===== src/rtl/reg_window_pkg.sv =====
// Shared constants for the windowed register-file frame-pointer controller:
// FSM state encoding, fault codes and the derived frame-pointer ceiling.
package reg_window_pkg;

    // Default register-file geometry
    localparam int DEF_PHYS_REGS = 16;
    localparam int DEF_WIN_REGS  = 8;

    // Highest legal frame pointer: the window must fit entirely in the file
    function automatic int fp_max(input int phys_regs, input int win_regs);
        return phys_regs - win_regs;
    endfunction

    localparam int FP_MAX = fp_max(DEF_PHYS_REGS, DEF_WIN_REGS);

    // Controller states
    localparam logic [1:0] ST_IDLE   = 2'd0;
    localparam logic [1:0] ST_MOVE   = 2'd1;
    localparam logic [1:0] ST_SETTLE = 2'd2;
    localparam logic [1:0] ST_FAULT  = 2'd3;

    // Fault codes reported on Fault_Code
    localparam logic [1:0] FC_NONE = 2'd0;
    localparam logic [1:0] FC_OVF  = 2'd1;
    localparam logic [1:0] FC_UNF  = 2'd2;
    localparam logic [1:0] FC_ILL  = 2'd3;

endpackage : reg_window_pkg


===== src/rtl/offset_lifo.sv =====
// LIFO of CALL window offsets. The top entry is presented combinationally so
// an RTN can compute its target in the same cycle it pops.
module offset_lifo
    import reg_window_pkg::*;
#(
    parameter int DEPTH  = 8,
    parameter int DATA_W = 3,
    parameter int CNT_W  = 4
) (
    input  logic              i_clk,
    input  logic              i_rst_n,
    input  logic              i_push,
    input  logic              i_pop,
    input  logic [DATA_W-1:0] i_data,
    output logic [DATA_W-1:0] o_data,
    output logic              o_full,
    output logic              o_empty,
    output logic [CNT_W-1:0]  o_count
);

    localparam int AW = $clog2(DEPTH);

    logic [DATA_W-1:0] r_mem [DEPTH];
    logic [CNT_W-1:0]  r_count;
    logic [AW-1:0]     w_wr_idx;
    logic [AW-1:0]     w_top_idx;
    logic              w_do_push;
    logic              w_do_pop;

    assign o_full    = (r_count == CNT_W'(DEPTH));
    assign o_empty   = (r_count == '0);
    assign o_count   = r_count;
    assign w_wr_idx  = r_count[AW-1:0];
    assign w_top_idx = r_count[AW-1:0] - AW'(1);
    assign o_data    = r_mem[w_top_idx];

    // Guard against pushing a full stack or popping an empty one
    assign w_do_push = i_push && !o_full;
    assign w_do_pop  = i_pop  && !o_empty && !i_push;

    // Occupancy counter: +1 on push, -1 on pop
    always_ff @(posedge i_clk or negedge i_rst_n) begin
        if (!i_rst_n) begin
            // NOTE: sequential state uses non-blocking assignments so every
            // register samples pre-edge values, independent of block order.
            r_count <= '0;
        end else if (w_do_push) begin
            r_count <= r_count + CNT_W'(1);
        end else if (w_do_pop) begin
            r_count <= r_count - CNT_W'(1);
        end
    end

    // Storage array written on push
    // NOTE: the storage is deliberately left out of reset; entries above the
    // count are never read, so clearing them would only cost reset fan-out.
    always_ff @(posedge i_clk) begin
        if (w_do_push) begin
            r_mem[w_wr_idx] <= i_data;
        end
    end

endmodule : offset_lifo


===== src/rtl/reg_window_ctrl.sv =====
// Frame-pointer controller for a windowed register file. Accepts CALL/RTN
// from the decoder, moves the window with a one-cycle strobe followed by a
// settle cycle, and remembers CALL offsets so each RTN restores the exact
// previous window. Illegal, overflowing and underflowing requests park the
// controller in a sticky FAULT state until Fault_Clr.
module reg_window_ctrl
    import reg_window_pkg::*;
#(
    parameter int PHYS_REGS   = DEF_PHYS_REGS,
    parameter int WIN_REGS    = DEF_WIN_REGS,
    parameter int STACK_DEPTH = 8,
    parameter int FP_W        = 4
) (
    input  logic            Clock,
    input  logic            Reset_n,
    input  logic            Call_Req,
    input  logic            Rtn_Req,
    input  logic [2:0]      Offset,
    input  logic            Fault_Clr,
    output logic            Req_Ready,
    output logic [FP_W-1:0] New_FP,
    output logic            FP_move,
    output logic            FP_push_up,
    output logic            Stall,
    output logic            Fault,
    output logic [1:0]      Fault_Code,
    output logic [3:0]      Depth
);

    localparam int FP_LIMIT = fp_max(PHYS_REGS, WIN_REGS);

    // Registered state
    logic [1:0]      r_state;
    logic [FP_W-1:0] r_fp;
    logic [FP_W-1:0] r_target;
    logic            r_push_up;
    logic [1:0]      r_fault_code;

    // Request decode
    logic [FP_W:0]   w_call_sum;
    logic [FP_W-1:0] w_rtn_fp;
    logic [2:0]      w_pop_data;
    logic            w_full;
    logic            w_empty;
    logic            w_idle;
    logic            w_accept_call;
    logic            w_accept_rtn;
    logic            w_fault_req;
    logic [1:0]      w_fault_code;
    logic            w_push;
    logic            w_pop;

    assign w_idle = (r_state == ST_IDLE);

    // CALL target is computed one bit wider so FP+Offset cannot wrap
    assign w_call_sum = {1'b0, r_fp} + (FP_W+1)'(Offset);
    assign w_rtn_fp   = r_fp - FP_W'(w_pop_data);

    // Classify the presented request; only acted on while idle
    always_comb begin
        // NOTE: every combinational output gets a default first so no path
        // through the if/else tree leaves it unassigned and infers a latch.
        w_accept_call = 1'b0;
        w_accept_rtn  = 1'b0;
        w_fault_req   = 1'b0;
        w_fault_code  = FC_NONE;
        if (Call_Req && Rtn_Req) begin
            w_fault_req  = 1'b1;
            w_fault_code = FC_ILL;
        end else if (Call_Req) begin
            if (Offset == 3'd0) begin
                w_fault_req  = 1'b1;
                w_fault_code = FC_ILL;
            end else if (w_call_sum > (FP_W+1)'(FP_LIMIT)) begin
                w_fault_req  = 1'b1;
                w_fault_code = FC_OVF;
            end else if (w_full) begin
                w_fault_req  = 1'b1;
                w_fault_code = FC_OVF;
            end else begin
                w_accept_call = 1'b1;
            end
        end else if (Rtn_Req) begin
            if (w_empty) begin
                w_fault_req  = 1'b1;
                w_fault_code = FC_UNF;
            end else begin
                w_accept_rtn = 1'b1;
            end
        end
    end

    assign w_push = w_idle && w_accept_call;
    assign w_pop  = w_idle && w_accept_rtn;

    offset_lifo #(
        .DEPTH  (STACK_DEPTH),
        .DATA_W (3),
        .CNT_W  (4)
    ) u_offset_lifo (
        .i_clk   (Clock),
        .i_rst_n (Reset_n),
        .i_push  (w_push),
        .i_pop   (w_pop),
        .i_data  (Offset),
        .o_data  (w_pop_data),
        .o_full  (w_full),
        .o_empty (w_empty),
        .o_count (Depth)
    );

    // Controller FSM with frame-pointer, target and fault-code registers
    always_ff @(posedge Clock or negedge Reset_n) begin
        if (!Reset_n) begin
            r_state      <= ST_IDLE;
            r_fp         <= '0;
            r_target     <= '0;
            r_push_up    <= 1'b0;
            r_fault_code <= FC_NONE;
        end else begin
            case (r_state)
                ST_IDLE: begin
                    if (w_accept_call) begin
                        r_target  <= w_call_sum[FP_W-1:0];
                        r_push_up <= 1'b1;
                        r_state   <= ST_MOVE;
                    end else if (w_accept_rtn) begin
                        r_target  <= w_rtn_fp;
                        r_push_up <= 1'b0;
                        r_state   <= ST_MOVE;
                    end else if (w_fault_req) begin
                        r_fault_code <= w_fault_code;
                        r_state      <= ST_FAULT;
                    end
                end
                ST_MOVE: begin
                    r_fp    <= r_target;
                    r_state <= ST_SETTLE;
                end
                ST_SETTLE: begin
                    r_state <= ST_IDLE;
                end
                ST_FAULT: begin
                    if (Fault_Clr) begin
                        r_fault_code <= FC_NONE;
                        r_state      <= ST_IDLE;
                    end
                end
                default: begin
                    r_state <= ST_IDLE;
                end
            endcase
        end
    end

    // Moore outputs decoded from the state
    assign Req_Ready  = w_idle;
    assign FP_move    = (r_state == ST_MOVE);
    assign Stall      = !w_idle;
    assign Fault      = (r_state == ST_FAULT);
    assign Fault_Code = r_fault_code;
    assign FP_push_up = r_push_up;
    assign New_FP     = (r_state == ST_MOVE) ? r_target : r_fp;

endmodule : reg_window_ctrl


===== config.mk =====
export PLATFORM = sky130hd
export DESIGN_NAME = reg_window_ctrl
export DESIGN_NICKNAME = d
export VERILOG_FILES = /design/src/rtl/reg_window_pkg.sv /design/src/rtl/offset_lifo.sv /design/src/rtl/reg_window_ctrl.sv
export SDC_FILE = /design/constraint.sdc
export NUM_CORES = 1
export LEC_CHECK = 0
export ABC_AREA = 1
export CORE_MARGIN = 4
export CORE_UTILIZATION = 56
export CTS_CLUSTER_SIZE = 25
export DETAILED_ROUTE_END_ITERATION = 8
export HOLD_SLACK_MARGIN = 0.12
export PLACE_DENSITY = 0.88
export SYNTH_ARGS = -nofsm -noshare
export SYNTH_HDL_FRONTEND = slang
export SYNTH_SLANG_ARGS = --single-unit

===== constraint.sdc =====
create_clock -name Clock -period 3.5 [get_ports Clock]
set_clock_uncertainty 0.15 [all_clocks]
set_input_delay 0.525 -clock Clock [delete_from_list [all_inputs] [get_ports Clock]]
set_output_delay 0.525 -clock Clock [all_outputs]
set_load 0.01 [all_outputs]

=== Word level (Yosys, flattened, before mapping) ===
Memory sizes are Yosys's and may differ from the RTL's.
Cells that the tools add are included.
Widths: inputs -> output; s select.

* Reduce and logical (&&, ||, !) cells: 19
* Add/sub/neg operators: 5
* Eq/ne operators: 9
* Muxes and demuxes: 41
* $lt $le $gt $ge: 1

{| class="wikitable"
|+ Operators by type and width
! cell !! number
|-
| $mux 2 || 12
|-
| $mux 1 || 22
|-
| $mux 4 || 5
|-
| $pmux 2 s4 || 1
|-
| $logic_and 1x1->1 || 6
|-
| $ne 2x2->1 const B || 3
|-
| $reduce_bool 2->1 || 3
|-
| $add 4x3->5 || 1
|-
| $gt 5x4->1 const B || 1
|-
| $reduce_and 5->1 || 1
|-
| $add 4x1->4 const B || 1
|-
| $eq 2x2->1 const B || 2
|-
| $eq 4x4->1 const B || 1
|-
| $logic_not 1->1 || 4
|-
| $logic_not 4->1 || 1
|-
| $ne 4x1->1 const B || 1
|-
| $pmux 2 s2 || 1
|-
| $reduce_and 2->1 || 2
|-
| $sub 4x1->4 const B || 1
|-
| $sub 4x3->4 || 1
|-
| $logic_not 3->1 || 1
|-
| $sub 3x1->3 const B || 1
|-
| $eq 2x1->1 const B || 1
|-
| $logic_not 2->1 || 1
|-
| $ne 2x1->1 const B || 1
|}

* Output and inout bits: 15
* Input bits: 8
* Bits in registers: 17
* Word-level logic and storage cells: 82
* Memories: 1
* Memory bits (writable): 24

{| class="wikitable"
|+ Memory list
! memory !! words !! width !! read ports !! clocked after Yosys merged registers in !! write ports !! RTL line !! text
|-
| u_offset_lifo.r_mem || 8 || 3 || 1 || 0 || 1 || offset_lifo.sv:23 || <nowiki>logic [DATA_W-1:0] r_mem [DEPTH];</nowiki>
|}

=== Depth between registers and ports, before layout ===
Gate-level depths: netlist of the first run.

* Depth in word-level cells: 11
* Mapped depth: 17
* Depth with buffers taken out: 16

=== Hierarchy ===
A second synthesis of the first run with hierarchy kept.

* Cells, all modules: 269
* Area, all modules: 2368.5 um2

{| class="wikitable"
|+ By module, submodules not included
! module !! seq. area each (um2) !! cells an instance !! area each (um2) !! times used
|-
| offset_lifo || 820.8 || 138 || 1376.3 || 1
|-
| reg_window_ctrl || 325.3 || 131 || 992.2 || 1
|}

=== Worst setup path before layout of the first run ===
No wires, ideal clock.

* Path kind: reg-to-reg
* Start: reg u_offset_lifo.r_count[0], in the netlist u_offset_lifo.o_count[0]
* End: reg r_target[3]
* Data arrival time: 2725 ps
* Setup time: 83 ps
* Period minus slack after synthesis: 2957 ps
* Path buffers: 1
* Required time: 3267 ps
* Path slack: 543 ps
* Stages on the path, launching flop included: 18
* Path through: dfrtp_1 inv_1 clkbuf_1 ha_1 inv_1 o21ai_0 o22ai_1 inv_1 o21ai_0 inv_1 ha_1 nand2_1 o21ai_0 xor2_1 nand2_1 o21ai_0 nand2_1 o21ai_0

* Elaborated cells on any way between the ends: 18
* Classes of those cells: 2 x add/sub; 1 x eq/ne; 11 x mux; 3 x reduce/logical; 1 x memory

{| class="wikitable"
|+ RTL lines
! what !! RTL line !! text
|-
| start, declared || offset_lifo.sv:24 || <nowiki>logic [CNT_W-1:0] r_count;</nowiki>
|-
| start signal, assigned || offset_lifo.sv:48 || <nowiki>r_count <= r_count + CNT_W'(1);</nowiki>
|-
| start signal, assigned || offset_lifo.sv:50 || <nowiki>r_count <= r_count - CNT_W'(1);</nowiki>
|-
| $sub 3x1->3 || offset_lifo.sv:34 || <nowiki>assign w_top_idx = r_count[AW-1:0] - AW'(1);</nowiki>
|-
| net u_offset_lifo.w_top_idx[0] || offset_lifo.sv:26 || <nowiki>logic [AW-1:0] w_top_idx;</nowiki>
|-
| $mem_v2 8x3 || -- ||
|-
| $sub 4x3->4 || reg_window_ctrl.sv:57 || <nowiki>assign w_rtn_fp = r_fp - FP_W'(w_pop_data);</nowiki>
|-
| $mux 4 || reg_window_ctrl.sv:127 || <nowiki>end else if (w_accept_rtn) begin</nowiki>
|-
| $mux 4 || reg_window_ctrl.sv:123 || <nowiki>if (w_accept_call) begin</nowiki>
|-
| end signal, assigned || reg_window_ctrl.sv:124 || <nowiki>r_target <= w_call_sum[FP_W-1:0];</nowiki>
|-
| end signal, assigned || reg_window_ctrl.sv:128 || <nowiki>r_target <= w_rtn_fp;</nowiki>
|-
| end, declared || reg_window_ctrl.sv:35 || <nowiki>logic [FP_W-1:0] r_target;</nowiki>
|}

The timed path passes the listed nets, and every way through them passes these cells. The select of a mux whose other input is x is not followed.
A chain may end at the register's enable or synchronous reset.

=== Final worst setup path of the first run ===
* Start: in Offset[0]
* End: mem u_offset_lifo.r_mem[2][1], enable pin

* Cells in the longest elaborated chain, start to end: 10
* Elaborated cells on any way between the ends: 11
* Classes of those cells: 1 x add/sub; 1 x order compare; 6 x mux; 3 x reduce/logical

{| class="wikitable"
|+ RTL lines
! what !! RTL line !! text
|-
| start, declared || reg_window_ctrl.sv:18 || <nowiki>input logic [2:0] Offset,</nowiki>
|-
| $add 4x3->5 || reg_window_ctrl.sv:56 || <nowiki>assign w_call_sum = {1'b0, r_fp} + (FP_W+1)'(Offset);</nowiki>
|-
| $gt 5x4->1 || reg_window_ctrl.sv:74 || <nowiki>end else if (w_call_sum > (FP_W+1)'(FP_LIMIT)) begin</nowiki>
|-
| $mux 1 || reg_window_ctrl.sv:74 ||
|-
| $mux 1 (*) || reg_window_ctrl.sv:71 || <nowiki>if (Offset == 3'd0) begin</nowiki>
|-
| $mux 1 (*) || reg_window_ctrl.sv:70 || <nowiki>end else if (Call_Req) begin</nowiki>
|-
| $mux 1 (*) || reg_window_ctrl.sv:67 || <nowiki>if (Call_Req && Rtn_Req) begin</nowiki>
|-
| $logic_and 1x1->1 (*) || reg_window_ctrl.sv:93 || <nowiki>assign w_push = w_idle && w_accept_call;</nowiki>
|-
| $logic_and 1x1->1 (*) || offset_lifo.sv:38 || <nowiki>assign w_do_push = i_push && !o_full;</nowiki>
|-
| $mux 1 (*) || offset_lifo.sv:58 || <nowiki>if (w_do_push) begin</nowiki>
|-
| $mux 1 (implied by the code) (*) || offset_lifo.sv:59 || <nowiki>r_mem[w_wr_idx] <= i_data;</nowiki>
|-
| end, declared || offset_lifo.sv:23 ||
|}

Every way passes the cells marked *; elsewhere a longest branch is shown, timed or not.

==> run_results.csv, run 1 <==
group,metric,value,unit
worst_setup_path,start_kind,"input port",
worst_setup_path,r2r_setup_slack,0.50,ns
grt,antenna_found_initial,0,
synthesis,synth_adder_area_share,7.89,%
timing,setup_slack,0.165,ns
synthesis,async_flop_share,41.5,%
synthesis,synth_edf_count,24,
clock_tree,cts.path.max_buffers,2,
final_layout,finalInstanceArea,2680,um2
detailed_routing,drt_iter0_markers,159,
synthesis,synth_warnings,0,
synthesis,synth_top_flop_cell,"edfxtp_1",
timing,tightest_slew,0.744,ns
final_layout,area_delta_synth_final,22.4,%
hold_path,worstHoldPathType,"flop to flop",
detailed_routing,avgViaCountPerCell,5.50,
final_layout,fin_nets,298,
synthesis,yosys.area.top_type,"edfxtp_1",
final_layout,diodes,0,
synthesis,synthSimpleGateAreaFrac,21.5,%
synthesis,yosysSeqAreaShare,52.4,%
die,start_util,58.9,%
grt,grt_max_degree,18,
final_layout,drive_above_1_share,11.8,%
synthesis,yosysMostFrequentCell,"nand2_1",
timing,rsz0062_at_grt,"no",
clock_tree,cts_setup_buffers,0,
placement,hpwl,3510,um
clock_tree,cts.sinks,41,
synthesis,synth.area.top_cells,"edfxtp_1 33%, dfrtp_1 19%, nand2_1 8.4%, o21ai_0 5.9%, ha_1 5.1%",
clock_tree,numCtsBuffers,5,
detailed_routing,drc,0,
die,dieArea,4970,um2
grt,grt.overflow.total,0,
grt,grt_pass1_wl,8120,um
timing,setup_viol,0,
die,io_pins,23,
synthesis,syn-cell-area,2190,um2
synthesis,synth_top_area_share,32.9,%
synthesis,synth_cells,237,
timing,fin_crit,3.33,ns
clock_tree,cts.htree.levels,2,
synthesis,synth_area_per_cell,9.23,um2
worst_setup_path,worstPathRequired,3.38,ns
detailed_routing,num_vias,1797,
synthesis,synth_xor_area_share,2.00,%
synthesis,post_synth_mux_area_share,0,%
timing,max_slew_margin,50.2,%
power,peakVddDrop,0.776,mV
clock_tree,clkSlewWorstSetupHoldPaths,0.08,ns
die,core_area,3720,um2
worst_setup_path,crit_path_end_kind,"flop",
die,die_x,70.5,um
timing,slew_violations,0,
placement,dp_slack,-0.105,ns
synthesis,synth_common_cells,"49 x nand2_1, 29 x inv_1, 26 x o21ai_0, 24 x edfxtp_1, 23 x nor2_1",
worst_setup_path,path_class,"input port to flop",
power,pwr_density_cell,989,nW/um2
final_layout,stdcell_count,327,
run_status,outcome,"finished clean",
timing,max_freq,300,MHz
die,die_h,70.5,um
timing,period_share,95.3,%
final_layout,final_core_util,72.1,%
placement,dpl.cell_count,319,
run,max_cap_violations,0,
clock_tree,cts-root-buf,"clkbuf_8",
grt,grt.total_usage,20.7,%
synthesis,synth-compound-area-share,10.1,%
power,p_leak,0.00119,uW
synthesis,synth_top_family_by_area,"simple AND/OR/NAND/NOR gates",
detailed_routing,drtPass1Iterations,4,
detailed_routing,ant_nets,0,
timing,fin_setup_tns,0,ns
die,std_cell_rows,22,
synthesis,synth-seq-cells,41,
clock_tree,cts_tree,"done",
clock_tree,cts_resized,0,
placement,portBuffers,22,
worst_setup_path,cp.arrival,3.21,ns
placement,gp_congestion,0.944,
synthesis,yosysUniqueCellTypes,29,
detailed_routing,drt-wirelength-per-cell,14.7,um
grt,first_global_vias,1745,
clock_tree,holdBufCountCts,0,
synthesis,synthesis.nets,257,
placement,placed_area,2560,um2
clock_tree,insertion_delay,0.30,ns
worst_setup_path,path_max_fanout,10,
detailed_routing,drt-total-wl,4800,um
timing,hold_viol_final,0,
worst max-delay path, cell delays in order:
cell             delay, ns
clkdlybuf4s50_1       0.67
ha_1                  0.25
inv_1                 0.06
fa_1                  0.50
inv_1                 0.06
nor2_1                0.08
nand3_1               0.07
nand3_1               0.14
nand4_4               0.12
buf_4                 0.19
inv_2                 0.08
nand2_2               0.07
nor3_1                0.20
buf_4                 0.17
path summary, 6_finish.rpt:
| check | end | cells after the start | from |
|---|---|---|---|
| worst min register to register | Fault_Code[0] | 2 | Fault_Code[0] |
| max in group asynchronous | u_offset_lifo.o_count[0] | 1 | Reset_n |
| worst max register to register | r_target[3] | 16 | u_offset_lifo.o_count[1] |
| worst max-delay path | u_offset_lifo.r_mem[2][1] | 14 | Offset[0] |
| worst min-delay path | Fault_Code[0] | 2 | Fault_Code[0] |
| min in group asynchronous | r_fp[1] | 1 | Reset_n |
cell families after synthesis:
logic type	after synthesis
AND/OR/NAND/NOR	104
buffers and inverters	34
flip-flops	41
adder cells (fa/ha/maj)	12
XOR/XNOR	5
AO/OA/AOI/OAI	41
cell type report:
cell class	instances	area, um2
Clock inverter	3	46.3
Tap cell	48	60.1
Sequential cell	41	1150
Multi-Input combinational cell	162	907
Inverter	31	116
Timing Repair Buffer	37	333
Fill cell	268	1040
Clock buffer	5	68.8
routing by layer:
layer  wire [um]  track usage (%)  vias to the layer above  share of wire, %
li1            -                -                      874                 -
met1        2160             28.4                      851                45
met2        2370             33.5                       68                49
met3         236             4.46                        4               4.9
met4          38             5.11                        0              0.79
met5           0                0                        -                 0
placed cells by master (no fill, tap or decap), drive strengths merged:
master	count
a21oi	5
a31oi	2
a32oi	1
buf	15
bufinv	1
clkbuf	5
clkdlybuf4s50	22
clkinv	1
clkinvlp	1
dfrtp	17
edfxtp	24
fa	3
ha	9
inv	31
nand2	52
nand3	16
nand4	2
nor2	25
nor3	8
o21ai	28
o221ai	1
o22ai	4
or2	1
xnor2	1
xor2	4
power by group:
part	internal (uW)	total [uW]	switching, uW	leakage (uW)
combinational	660	1570	911	0.000710
sequential	616	695	79.2	0.000424
clock	213	382	169	0.0000543
total	1490	2650	1160	0.00119
per-stage QoR:
step	hold slack (ns)	total power, uW
after floorplan	0.0794	1730
after global placement	0.308	2190
after detailed placement	0.316	2250
after CTS	0.335	2640
after global routing	0.373	2900
final	0.332	2650
flip-flops by register name (all words and copies together) (netlist names):
name                   flops
u_offset_lifo.o_count      4
Fault_Code                 2
FP_push_up                 1
r_fp                       4
r_target                   4
r_state                    2
u_offset_lifo.r_mem       24
Note: power is estimated with default switching activity, not from simulation.
==> run 2, diff against run 1 <==
--- a/config.mk
+++ b/config.mk
@@ -6,12 +6,11 @@
 export NUM_CORES = 1
 export LEC_CHECK = 0
 export ABC_AREA = 1
-export CORE_MARGIN = 4
-export CORE_UTILIZATION = 56
+export CORE_UTILIZATION = 50
 export CTS_CLUSTER_SIZE = 25
 export DETAILED_ROUTE_END_ITERATION = 8
 export HOLD_SLACK_MARGIN = 0.12
-export PLACE_DENSITY = 0.88
+export PLACE_DENSITY = 0.81
 export SYNTH_ARGS = -nofsm -noshare
 export SYNTH_HDL_FRONTEND = slang
 export SYNTH_SLANG_ARGS = --single-unit
==> run 2 against run 1 <==
Net effect:
- count of clock-buffer cells in the layout is the same
- first-iteration DRC count shrank 37%
- die area shrank 6.6%
- hold slack lost 0.0015 ns
- register-to-register slack lost 0.08 ns
- core utilization shrank 6.4 points
- critical path type is now flop to flop
==> run_results.csv, run 2 (synthesized netlist as in run 1, its figures left out) <==
group,metric,value,unit
run_status,outcome,"finished clean",
placement,hpwl,3480,um
placement,gp_congestion,0.852,
die,die_x,68.2,um
clock_tree,cts.path.max_buffers,2,
power,design_power_total,2620,uW
timing,period_share,88.1,%
detailed_routing,drt-wirelength-per-cell,14.5,um
final_layout,diodes,0,
timing,setup_viol,0,
detailed_routing,drtPass1Iterations,4,
clock_tree,cts_setup_buffers,0,
run,max_cap_violations,0,
worst_setup_path,worstPathRequired,3.56,ns
final_layout,drive_above_1_share,11.8,%
final_layout,largest_reg_flops,24,
final_layout,fillers,323,
final_layout,regArea,1150,um2
detailed_routing,num_vias,1746,
clock_tree,numCtsBuffers,5,
die,io_pins,23,
die,die_h,68.2,um
final_layout,top_register,"u_offset_lifo.r_mem",
final_layout,stdcell_count,329,
timing,rsz0062_at_grt,"no",
clock_tree,insertion_delay,0.29,ns
worst_setup_path,r2r_setup_slack,0.42,ns
grt,grt.overflow.total,0,
timing,max_freq,324,MHz
worst_setup_path,r2r_start,"u_offset_lifo.o_count[1]",
worst_setup_path,start_kind,"flop",
detailed_routing,avgViaCountPerCell,5.31,
power,p_leak,0.00120,uW
grt,grt_pass1_wl,7600,um
clock_tree,clkSlewWorstSetupHoldPaths,0.08,ns
power,peakVddDrop,0.543,mV
grt,first_global_vias,1591,
worst_setup_path,crit_path_end_kind,"flop",
clock_tree,cts-root-buf,"clkbuf_8",
placement,dpl.cell_count,321,
die,core_area,4090,um2
timing,fin_crit,3.08,ns
timing,slew_violations,0,
detailed_routing,drc,0,
clock_tree,cts.sinks,41,
final_layout,final_common_cell,"nand2_1",
worst_setup_path,worstSetupEndpoint,"r_target[3]",
final_layout,multi_input_area,907,um2
clock_tree,cts.htree.levels,2,
die,std_cell_rows,23,
power,pwr_density_cell,977,nW/um2
detailed_routing,ant_nets,0,
timing,hold_viol_final,0,
worst_setup_path,rr_worst_depth,16,
final_layout,fin_nets,298,
worst_setup_path,path_class,"flop to flop",
placement,portBuffers,22,
detailed_routing,drt_iter0_markers,100,
die,dieArea,4650,um2
worst_setup_path,cp.arrival,3.15,ns
worst_setup_path,startpoint,"u_offset_lifo.o_count[1]",
detailed_routing,drt-total-wl,4780,um
final_layout,area_delta_synth_final,22.6,%
timing,max_slew_margin,48.6,%
grt,antenna_found_initial,0,
clock_tree,cts_tree,"done",
final_layout,mostFrequentLayoutCells,"49 x nand2_1, 29 x inv_1, 25 x o21ai_0",
hold_path,worstHoldPathType,"flop to flop",
timing,tightest_slew,0.769,ns
worst_setup_path,crit-reg2reg-capture,"r_target[3]",
grt,grt.total_usage,23.2,%
grt,grt_max_degree,18,
worst_setup_path,path_max_fanout,8,
die,start_util,53.6,%
run 2: changes by cell type in the layout (fill, tap and decap cells not counted), sizes merged:
cell and delta:
clkdlybuf4s50 -1, dlymetal6s2s +1
run 2: per-stage QoR:
step | setup slack, ns | utilization (%) | hold WS (ns) | setup TNS (ns) | instance area [um2]
after floorplan | 0.543 | - | 0.0794 | 0 | 2190
after global placement | 0.0382 | 62.8 | 0.308 | 0 | 2560
after detailed placement | -0.0719 | 62.8 | 0.311 | -0.857 | 2560
after CTS | 0.109 | 65.6 | 0.331 | 0 | 2680
after global routing | 0.0803 | 65.6 | 0.349 | 0 | 2680
final | 0.417 | 65.6 | 0.331 | 0 | 2680
run 2: what timing repair did:
item,4_1_cts,5_1_grt
endpoints found under the setup margin,0,19
hold buffers,0,0
gates resized for setup,0,2
run 2: final cells by class:
cell class,count,share of cell area [%]
Clock buffer,5,2.57
Clock inverter,3,1.73
Inverter,31,4.34
Multi-Input combinational cell,162,33.8
Sequential cell,41,42.7
Tap cell,50,2.33
Timing Repair Buffer,37,12.5
run 2: how the worst min path moves through the flow:
stage,start,end,cells after the start
after CTS,Fault_Code[0],Fault_Code[0],2
after global routing,Fault_Code[0],Fault_Code[0],2
after floorplan,Reset_n,FP_push_up,0
after global placement,Fault_Code[1],Fault_Code[1],2
after detailed placement,Fault_Code[1],Fault_Code[1],2
final,Fault_Code[0],Fault_Code[0],2
run 2: where the power goes:
group	total (uW)	internal, uW	switching (uW)
clock	379	213	165
combinational	1530	656	877
sequential	709	616	93.5
total	2620	1490	1140
run 2: critical path, stage by stage, from the launching register on:
cell and delay [ns]:
dfrtp_1 0.52, inv_1 0.17, ha_1 0.41, inv_1 0.18, o21ai_0 0.11, o22ai_1 0.11, inv_1 0.05, o21ai_1 0.24
inv_1 0.08, ha_1 0.27, nand2_1 0.04, o21ai_0 0.22, xor2_1 0.17, nand2_1 0.07, o21ai_0 0.08, nand2_1 0.07
o21ai_0 0.07
run 2: routing by layer:
layer | wire length [um] | GRT usage [%] | part of all wire (%)
met3 | 166 | 3.83 | 3.5
met2 | 2390 | 38.8 | 50
met5 | 0 | 0 | 0
met1 | 2130 | 29.8 | 45
met4 | 91 | 9.38 | 1.9
